==> src/rtl/vga_timing_gen_if.sv <==
// ---------------------------------------------------------------------------
// vga_timing_gen_if
// Bundle between the VGA timing generator, the pixel generator and the pins.
//   pixel_in     12  {R,G,B} from the pixel generator (into the timing gen)
//   h_cnt        10  horizontal counter to the pixel generator
//   v_cnt        10  vertical counter to the pixel generator
//   pix_tick      1  1-clk pulse at the end of each pixel period
//   frame_start   1  1-clk pulse when the counters wrap to (0,0)
//   hsync/vsync   1  sync pins, aligned with RGB
//   vga_r/g/b     4  colour pins, 0 during blanking
// master = timing generator side, slave = pixel generator / observer side.
// ---------------------------------------------------------------------------
interface vga_timing_gen_if;
   logic [11:0] pixel_in;
   logic [9:0]  h_cnt;
   logic [9:0]  v_cnt;
   logic        pix_tick;
   logic        frame_start;
   logic        hsync;
   logic        vsync;
   logic [3:0]  vga_r;
   logic [3:0]  vga_g;
   logic [3:0]  vga_b;

   modport master (
      input  pixel_in,
      output h_cnt, v_cnt, pix_tick, frame_start,
      output hsync, vsync, vga_r, vga_g, vga_b
   );

   modport slave (
      output pixel_in,
      input  h_cnt, v_cnt, pix_tick, frame_start,
      input  hsync, vsync, vga_r, vga_g, vga_b
   );
endinterface

==> src/rtl/vga_timing_gen.sv <==
// ---------------------------------------------------------------------------
// vga_timing_gen
// Generates 640x480@60Hz VGA timing from the system clock. The counters go
// out to the pixel generator; its pixel comes back PIPE_DLY pixel ticks later,
// so blanking and sync are delayed by the same amount before RGB and sync are
// registered together onto the pins (pins lag counters by PIPE_DLY+1 ticks).
// Ports:
//   clk   in  system clock
//   rst   in  synchronous active-high reset
//   vga   master modport of vga_timing_gen_if (pixel_in in; counters,
//         pix_tick, frame_start, hsync, vsync, vga_r/g/b out)
// ---------------------------------------------------------------------------
module vga_timing_gen #(
   parameter int CLK_DIV   = 4,
   parameter int H_VISIBLE = 640,
   parameter int H_FP      = 16,
   parameter int H_SYNC    = 96,
   parameter int H_BP      = 48,
   parameter int V_VISIBLE = 480,
   parameter int V_FP      = 10,
   parameter int V_SYNC    = 2,
   parameter int V_BP      = 33,
   parameter int PIPE_DLY  = 1,
   parameter bit SYNC_POL  = 1'b0
) (
   input  logic             clk,
   input  logic             rst,
   vga_timing_gen_if.master vga
);

   localparam int H_TOTAL = H_VISIBLE + H_FP + H_SYNC + H_BP;
   localparam int V_TOTAL = V_VISIBLE + V_FP + V_SYNC + V_BP;

   localparam logic [2:0] DIV_LAST  = 3'(CLK_DIV - 1);
   localparam logic [9:0] H_LAST    = 10'(H_TOTAL - 1);
   localparam logic [9:0] V_LAST    = 10'(V_TOTAL - 1);
   localparam logic [9:0] H_VIS_END = 10'(H_VISIBLE);
   localparam logic [9:0] V_VIS_END = 10'(V_VISIBLE);
   localparam logic [9:0] HS_START  = 10'(H_VISIBLE + H_FP);
   localparam logic [9:0] HS_END    = 10'(H_VISIBLE + H_FP + H_SYNC);
   localparam logic [9:0] VS_START  = 10'(V_VISIBLE + V_FP);
   localparam logic [9:0] VS_END    = 10'(V_VISIBLE + V_FP + V_SYNC);

   logic [2:0]  div_cnt_r;
   logic [2:0]  div_nxt_s;
   logic        pix_tick_r;
   logic [9:0]  h_cnt_r;
   logic [9:0]  v_cnt_r;
   logic        frame_start_r;

   logic        valid_raw_s;
   logic        hs_lvl_raw_s;
   logic        vs_lvl_raw_s;
   logic        valid_dly_s;
   logic        hs_lvl_dly_s;
   logic        vs_lvl_dly_s;

   logic [11:0] rgb_r;
   logic        hsync_r;
   logic        vsync_r;

   // Divider next value: wraps at CLK_DIV-1
   always_comb begin
      div_nxt_s = 3'd0;
      if (div_cnt_r == DIV_LAST) begin
         div_nxt_s = 3'd0;
      end else begin
         div_nxt_s = div_cnt_r + 3'd1;
      end
   end

   // Clock divider; pix_tick is registered from the next divider value so it
   // is high exactly while div_cnt sits at CLK_DIV-1 (every clk when CLK_DIV=1)
   always_ff @(posedge clk) begin
      if (rst) begin
         div_cnt_r  <= 3'd0;
         pix_tick_r <= 1'b0;
      end else begin
         div_cnt_r  <= div_nxt_s;
         pix_tick_r <= (div_nxt_s == DIV_LAST);
      end
   end

   // Pixel/line counters and the frame wrap pulse
   always_ff @(posedge clk) begin
      if (rst) begin
         h_cnt_r       <= 10'd0;
         v_cnt_r       <= 10'd0;
         frame_start_r <= 1'b0;
      end else begin
         frame_start_r <= pix_tick_r && (h_cnt_r == H_LAST) && (v_cnt_r == V_LAST);
         if (pix_tick_r) begin
            if (h_cnt_r == H_LAST) begin
               h_cnt_r <= 10'd0;
               if (v_cnt_r == V_LAST) begin
                  v_cnt_r <= 10'd0;
               end else begin
                  v_cnt_r <= v_cnt_r + 10'd1;
               end
            end else begin
               h_cnt_r <= h_cnt_r + 10'd1;
            end
         end
      end
   end

   // Raw decode of the current counters into visibility and sync pin levels
   always_comb begin
      valid_raw_s  = (h_cnt_r < H_VIS_END) && (v_cnt_r < V_VIS_END);
      hs_lvl_raw_s = ~SYNC_POL;
      vs_lvl_raw_s = ~SYNC_POL;
      if ((h_cnt_r >= HS_START) && (h_cnt_r < HS_END)) begin
         hs_lvl_raw_s = SYNC_POL;
      end else begin
         hs_lvl_raw_s = ~SYNC_POL;
      end
      if ((v_cnt_r >= VS_START) && (v_cnt_r < VS_END)) begin
         vs_lvl_raw_s = SYNC_POL;
      end else begin
         vs_lvl_raw_s = ~SYNC_POL;
      end
   end

   // Delay line matching the pixel generator latency (pass-through when 0)
   generate
      if (PIPE_DLY == 0) begin : g_no_dly
         assign valid_dly_s  = valid_raw_s;
         assign hs_lvl_dly_s = hs_lvl_raw_s;
         assign vs_lvl_dly_s = vs_lvl_raw_s;
      end else begin : g_dly
         logic [PIPE_DLY-1:0] valid_sr_r;
         logic [PIPE_DLY-1:0] hs_sr_r;
         logic [PIPE_DLY-1:0] vs_sr_r;

         // Shift register advancing once per pixel; stage 0 takes the raw decode
         always_ff @(posedge clk) begin
            if (rst) begin
               valid_sr_r <= '0;
               hs_sr_r    <= {PIPE_DLY{~SYNC_POL}};
               vs_sr_r    <= {PIPE_DLY{~SYNC_POL}};
            end else if (pix_tick_r) begin
               valid_sr_r[0] <= valid_raw_s;
               hs_sr_r[0]    <= hs_lvl_raw_s;
               vs_sr_r[0]    <= vs_lvl_raw_s;
               for (int i = 1; i < PIPE_DLY; i++) begin
                  valid_sr_r[i] <= valid_sr_r[i-1];
                  hs_sr_r[i]    <= hs_sr_r[i-1];
                  vs_sr_r[i]    <= vs_sr_r[i-1];
               end
            end
         end

         assign valid_dly_s  = valid_sr_r[PIPE_DLY-1];
         assign hs_lvl_dly_s = hs_sr_r[PIPE_DLY-1];
         assign vs_lvl_dly_s = vs_sr_r[PIPE_DLY-1];
      end
   endgenerate

   // Pin register: RGB and both syncs change on the same clk
   always_ff @(posedge clk) begin
      if (rst) begin
         rgb_r   <= 12'h000;
         hsync_r <= ~SYNC_POL;
         vsync_r <= ~SYNC_POL;
      end else if (pix_tick_r) begin
         rgb_r   <= valid_dly_s ? vga.pixel_in : 12'h000;
         hsync_r <= hs_lvl_dly_s;
         vsync_r <= vs_lvl_dly_s;
      end
   end

   assign vga.h_cnt       = h_cnt_r;
   assign vga.v_cnt       = v_cnt_r;
   assign vga.pix_tick    = pix_tick_r;
   assign vga.frame_start = frame_start_r;
   assign vga.hsync       = hsync_r;
   assign vga.vsync       = vsync_r;
   assign vga.vga_r       = rgb_r[11:8];
   assign vga.vga_g       = rgb_r[7:4];
   assign vga.vga_b       = rgb_r[3:0];

endmodule

==> src/flat_wrapper.sv <==
// flat-port wrapper written by rule: the top's interface ports become plain ports
module vga_timing_gen_flat 
#(
   parameter int CLK_DIV   = 4,
   parameter int H_VISIBLE = 640,
   parameter int H_FP      = 16,
   parameter int H_SYNC    = 96,
   parameter int H_BP      = 48,
   parameter int V_VISIBLE = 480,
   parameter int V_FP      = 10,
   parameter int V_SYNC    = 2,
   parameter int V_BP      = 33,
   parameter int PIPE_DLY  = 1,
   parameter bit SYNC_POL  = 1'b0
)
  (clk, rst, vga_pixel_in, vga_h_cnt, vga_v_cnt, vga_pix_tick, vga_frame_start, vga_hsync, vga_vsync, vga_vga_r, vga_vga_g, vga_vga_b);
  vga_timing_gen_if vga_i ();
  input  logic clk;
  input  logic rst;
  input wire logic [$bits(vga_i.pixel_in)-1:0] vga_pixel_in;
  output wire logic [$bits(vga_i.h_cnt)-1:0] vga_h_cnt;
  output wire logic [$bits(vga_i.v_cnt)-1:0] vga_v_cnt;
  output wire logic [$bits(vga_i.pix_tick)-1:0] vga_pix_tick;
  output wire logic [$bits(vga_i.frame_start)-1:0] vga_frame_start;
  output wire logic [$bits(vga_i.hsync)-1:0] vga_hsync;
  output wire logic [$bits(vga_i.vsync)-1:0] vga_vsync;
  output wire logic [$bits(vga_i.vga_r)-1:0] vga_vga_r;
  output wire logic [$bits(vga_i.vga_g)-1:0] vga_vga_g;
  output wire logic [$bits(vga_i.vga_b)-1:0] vga_vga_b;
  assign vga_i.pixel_in = vga_pixel_in;
  assign vga_h_cnt = vga_i.h_cnt;
  assign vga_v_cnt = vga_i.v_cnt;
  assign vga_pix_tick = vga_i.pix_tick;
  assign vga_frame_start = vga_i.frame_start;
  assign vga_hsync = vga_i.hsync;
  assign vga_vsync = vga_i.vsync;
  assign vga_vga_r = vga_i.vga_r;
  assign vga_vga_g = vga_i.vga_g;
  assign vga_vga_b = vga_i.vga_b;
  vga_timing_gen #(.CLK_DIV(CLK_DIV), .H_VISIBLE(H_VISIBLE), .H_FP(H_FP), .H_SYNC(H_SYNC), .H_BP(H_BP), .V_VISIBLE(V_VISIBLE), .V_FP(V_FP), .V_SYNC(V_SYNC), .V_BP(V_BP), .PIPE_DLY(PIPE_DLY), .SYNC_POL(SYNC_POL)) u_core (.clk(clk), .rst(rst), .vga(vga_i));
endmodule
==> config.mk <==
export PLATFORM = sky130hd
export DESIGN_NAME = vga_timing_gen_flat
export DESIGN_NICKNAME = d
export VERILOG_FILES = /design/src/rtl/vga_timing_gen_if.sv /design/src/rtl/vga_timing_gen.sv /design/src/flat_wrapper.sv
export SDC_FILE = /design/constraint.sdc
export NUM_CORES = 1
export LEC_CHECK = 0
export ABC_AREA = 1
export BUFFER_PORTS_ARGS = -buffer_cell sky130_fd_sc_hd__buf_2
export CORE_UTILIZATION = 40
export CTS_BUF_LIST = sky130_fd_sc_hd__clkbuf_2
export DETAILED_ROUTE_END_ITERATION = 8
export GPL_TIMING_DRIVEN = 0
export SLEW_MARGIN = 10
export SYNTH_ARGS = -nofsm -noshare
export SYNTH_HDL_FRONTEND = slang
export SYNTH_SLANG_ARGS = --single-unit
==> constraint.sdc <==
create_clock -name clk -period 3.9 [get_ports clk]
set_clock_uncertainty 0.2 [all_clocks]
set_input_delay 0.195 -clock clk [delete_from_list [all_inputs] [get_ports clk]]
set_output_delay 0.195 -clock clk [all_outputs]
set_load 0.005 [all_outputs]
Yosys cells after proc, flatten, opt, wreduce, memory -nomap -nowiden
Index checks and enable logic that the tools add are counted.
{ "totals": {"ff_bits": 42, "latch_bits": 0, "mem_bits_rw": 0, "mem_bits_ro": 0, "inputBits": 14, "wordCells": 36, "n_memories": 0} }
{ "op_classes": {"add_sub_neg": 3, "mul": 0, "div_mod_pow": 0, "magnitude_cmp": 6, "n_eq_ne": 4, "n_shift": 0, "n_mux": 6, "n_bitwise": 0, "reduce_logical": 6} }
{ "op_table": {"columns": ["operator", "count"], "rows": [
  ["$add A10 B1 Y10 const B", 2],
  ["$eq A10 B10 Y1 const B", 2],
  ["$lt A10 B10 Y1 const B", 2],
  ["$lt A10 B9 Y1 const B", 2],
  ["$mux W10", 2],
  ["$mux W12", 1],
  ["$ge A10 B10 Y1 const B", 1],
  ["$ge A10 B9 Y1 const B", 1],
  ["$eq A3 B2 Y1 const B", 2],
  ["$logic_and A1 B1 Y1", 5],
  ["$add A3 B1 Y3 const B", 1],
  ["$mux W3", 1],
  ["$mux W1", 2],
  ["$reduce_and A2 Y1", 1]
]} }

Logic depth before layout (Yosys ltp)
{ "logic_depth": {"depth_word": 3, "depth_mapped": 8, "ltp_nobuf": 8} }

Worst setup path after synthesis
OpenSTA, ideal clock, no wires.
{ "synth_path": {"path_type": "reg2reg", "startpoint": "reg u_core.h_cnt_r[0], in the netlist u_core.vga.h_cnt[0]", "endpoint": "reg u_core.v_cnt_r[1], in the netlist u_core.vga.v_cnt[1]", "setup_ps": 121, "arrival_time_ps": 1236, "t_required_ps": 3579, "path_slack_ps": 2342, "stages_incl_launch_ff": 7, "period_less_slack_ps": 1558, "cell_sequence": "dfxtp_1 ha_1 nand4_1 nor2_4 inv_1 nand2_2 o21ai_0"} }
{ "synth_via": {"elab_chain_len": 2} }
{ "synth_rtl": {"columns": ["element", "line_no", "text"], "rows": [
  ["start, declared", "vga_timing_gen.sv:47", "logic [9:0] h_cnt_r;"],
  ["start signal, assigned", "vga_timing_gen.sv:101", "h_cnt_r <= h_cnt_r + 10'd1;"],
  ["$eq A10 B10 Y1", "vga_timing_gen.sv:93", "if (h_cnt_r == H_LAST) begin"],
  ["$reduce_and A2 Y1 (no line)", null, null],
  ["end signal, assigned", "vga_timing_gen.sv:98", "v_cnt_r <= v_cnt_r + 10'd1;"],
  ["end, declared", "vga_timing_gen.sv:48", "logic [9:0] v_cnt_r;"]
]} }
No other way between the ends.
A chain may end at the register's enable or synchronous reset.

Worst setup path after layout
Same ends and word-level chain as after synthesis.

==> metrics.yaml <==
outcome: "finished, violations left"
violations: "DRC"
cp_cell_sequence: "ha_1 -> nand4_1 -> nor2_4 -> inv_1 -> nand2_2 -> o21ai_0"
rows: 25
final.min_clock_period_ns: 1.82
finalNetCount: 363
start_kind: "flip-flop"
ys_seq_area_share_pct: 42.7
maxCapViolCount: 0
routed_wl_um: 4750
grt_max_degree: 14
antenna_found_initial: 0
maxSlewHeadroom_pct: 66.7
syn_to_final_growth_pct: 27.3
synth_edf_count: 0
cts_tree: "yes"
worst-path-max-fanout: 7
yosysWarnings: 0
cts.path.max_buffers: 2
antennaDiodeCount: 0
worstSetupPathType: "reg2reg"
drtIter0Drc: 99
clk-insertion-delay-late_ns: 0.41
cts.sinks: 42
synthCells: 274
syn_area_sq_um: 1970
synth_nets: 293
detailed_place_hpwl_um: 3350
fin_tns_setup_ns: 0
ys_seq_elements: 42
crit_required_ns: 4.00
synthAdderAreaFrac_pct: 3.18
wire_per_inst_um: 11.5
grt_usage_pct: 19.9
via_per_inst: 4.73
avgSynthCellArea_sq_um: 7.18
rsz0062_at_grt: "no"
drt-pass1-iter-count: 6
start_util_pct: 41.7
worst-endpoint-arrival_ns: 1.92
synth_top_family_by_area: "simple AND/OR/NAND/NOR gates"
period_share_pct: 46.7
hold_viol: 0
synth_common_cells: "nand2_1, dfxtp_1, nand3_1, nor2_1, inv_1"
cts_setup_buffers: 0
power_uw: 791
synth_top_area_cell: "dfxtp_1"
synth_area_leaders: "dfxtp_1, nand2_1, nand3_1"
numCtsBuffers: 5
io_pins: 50
cp_slowest_cell: "dfxtp_1"
peakVddDrop_uv: 134
synthMuxAreaShare_pct: 0
worst_pin_slew_ns: 0.500
die_area_sq_um: 5200
hold_start: "u_core.div_cnt_r[0]"
htreeDepth: 2
final_antenna_net_count: 0
synth_xor_area_share_pct: 0.890
yosys.cell_count.top_type: "nand2_1"
drc: 2
r2r_start: "u_core.vga.h_cnt[0]"
grt_overflow: 0
p_leak_uw: 0.00109
path_clk_slew_ns: 0.21
grt_pass1_vias: 1793
endpoint_kind: "flip-flop"
clock.fmax_ghz: 0.550
final.setup.worst_slack_ns: 2.08
vias: 1949
finalSetupViolCount: 0
slowest_delay_ns: 0.45
layout-drive-gt1-share_pct: 22.0
synth_compound_area_share_pct: 8.07
power.density_nw_per_um2: 316
yosysTopAreaCellShare_pct: 42.7
critPathLaunch: "u_core.vga.h_cnt[0]"
grt_pass1_wl_um: 8000
io_buffers: 49
die_w_um: 72.1
gp_congestion: 0.849
synth_cell_types: 28
coreArea_sq_um: 4720
synthSimpleGateAreaFrac_pct: 36.6
dp_slack_ns: 2.11
synthFlopType: "dfxtp_1"
die_y_um: 72.1
async_reset_ff_share_pct: 0
finalMaxSlewViolations: 0
min_path_type: "reg2reg"
root_buffer: "clkbuf_2"
==> logic make-up (layout without fill, tap and decap cells) <==
family / after synthesis / count (layout)
adders and majority gates: 5 / 5
buffers and inverters: 40 / 111
AOI/OAI and AO/OA: 29 / 29
xor gates and xnor gates: 2 / 2
and+or+nand+nor: 156 / 156
DFF: 42 / 42
==> cells in the final DEF (no fill, tap or decap), drive strengths merged <==
cell | netlist | layout
bufinv | 0 | 1
buf | 10 | 59
nand4 | 10 | 10
nor2 | 30 | 30
nand3 | 33 | 33
clkinv | 1 | 1
nor3b | 2 | 2
clkinvlp | 0 | 1
nand3b | 3 | 3
a31oi | 1 | 1
dlygate4sd3 | 0 | 14
o22ai | 1 | 1
dfxtp | 42 | 42
nor4 | 1 | 1
ha | 5 | 5
a21oi | 24 | 24
nand2 | 70 | 70
o21ai | 3 | 3
xnor2 | 1 | 1
inv | 28 | 28
clkbuf | 1 | 7
nor3 | 7 | 7
xor2 | 1 | 1
==> layout make-up <==
class | instances | area, sq um
clock inverter | 2 | 37.5
fill | 492 | 2220
sequential | 42 | 841
multi-input combinational | 192 | 958
buffer | 11 | 60.1
timing repair buffer | 63 | 385
tap | 67 | 83.8
clock buffer | 6 | 30.0
inverter | 29 | 109
==> critical path, delay by kind of cell, from the launching register on <==
kind | cells | cell delay [ns]
and+or+nand+nor | 3 | 0.57
DFF | 1 | 0.45
adders and majority gates | 1 | 0.21
buffers and inverters | 1 | 0.19
AOI/OAI and AO/OA | 1 | 0.11
==> state kept, by name, indices dropped and copies added, names as in the netlist <==
register,cells
u_core.div_cnt_r,3
u_core.g_dly.hs_sr_r,1
u_core.g_dly.valid_sr_r,1
u_core.g_dly.vs_sr_r,1
u_core.rgb_r,12
u_core.vga.frame_start,1
u_core.vga.h_cnt,10
u_core.vga.hsync,1
u_core.vga.pix_tick,1
u_core.vga.v_cnt,10
u_core.vga.vsync,1
==> worst paths after layout <==
path         depth (start not counted)                  end  slack, ns
min reg2reg                          1  u_core.div_cnt_r[0]       0.28
max                                  6  u_core.vga.v_cnt[1]       2.08
min                                  1  u_core.div_cnt_r[0]       0.28
max reg2reg                          6  u_core.vga.v_cnt[1]       2.08
==> routing by layer <==
| metal | wire length [um] | GRT usage, % | vias to the layer above |
|---|---|---|---|
| met5 | 0 | 0 | - |
| met4 | 82 | 8.50 | 0 |
| met3 | 167 | 2.92 | 7 |
| met2 | 2200 | 34.8 | 49 |
| met1 | 2300 | 24.3 | 862 |
| li1 | - | - | 1031 |
==> per-stage QoR <==
stage	util, %	std cells	cell area (sq um)	hold slack, ns
6_report	53.0	412	2500	0.275
5_1_grt	53.0	412	2500	0.300
4_1_cts	53.0	412	2500	0.278
3_5_place_dp	48.6	390	2300	0.244
3_3_place_gp	48.6	390	2300	0.240
2_1_floorplan	-	274	1970	0.156
==> timing repair <==
item,4_1_cts,5_1_grt
endpoints found under the hold margin,21,0
hold buffers,14,0
gates resized for setup,0,0
==> power breakdown <==
part           leakage, uW  internal (uW)  switching [uW]
clock network    0.0000392            111             144
logic             0.000706           35.6            46.9
registers         0.000340            443            10.6
total              0.00109            590             201
Note: power is estimated with default switching activity, not from simulation.
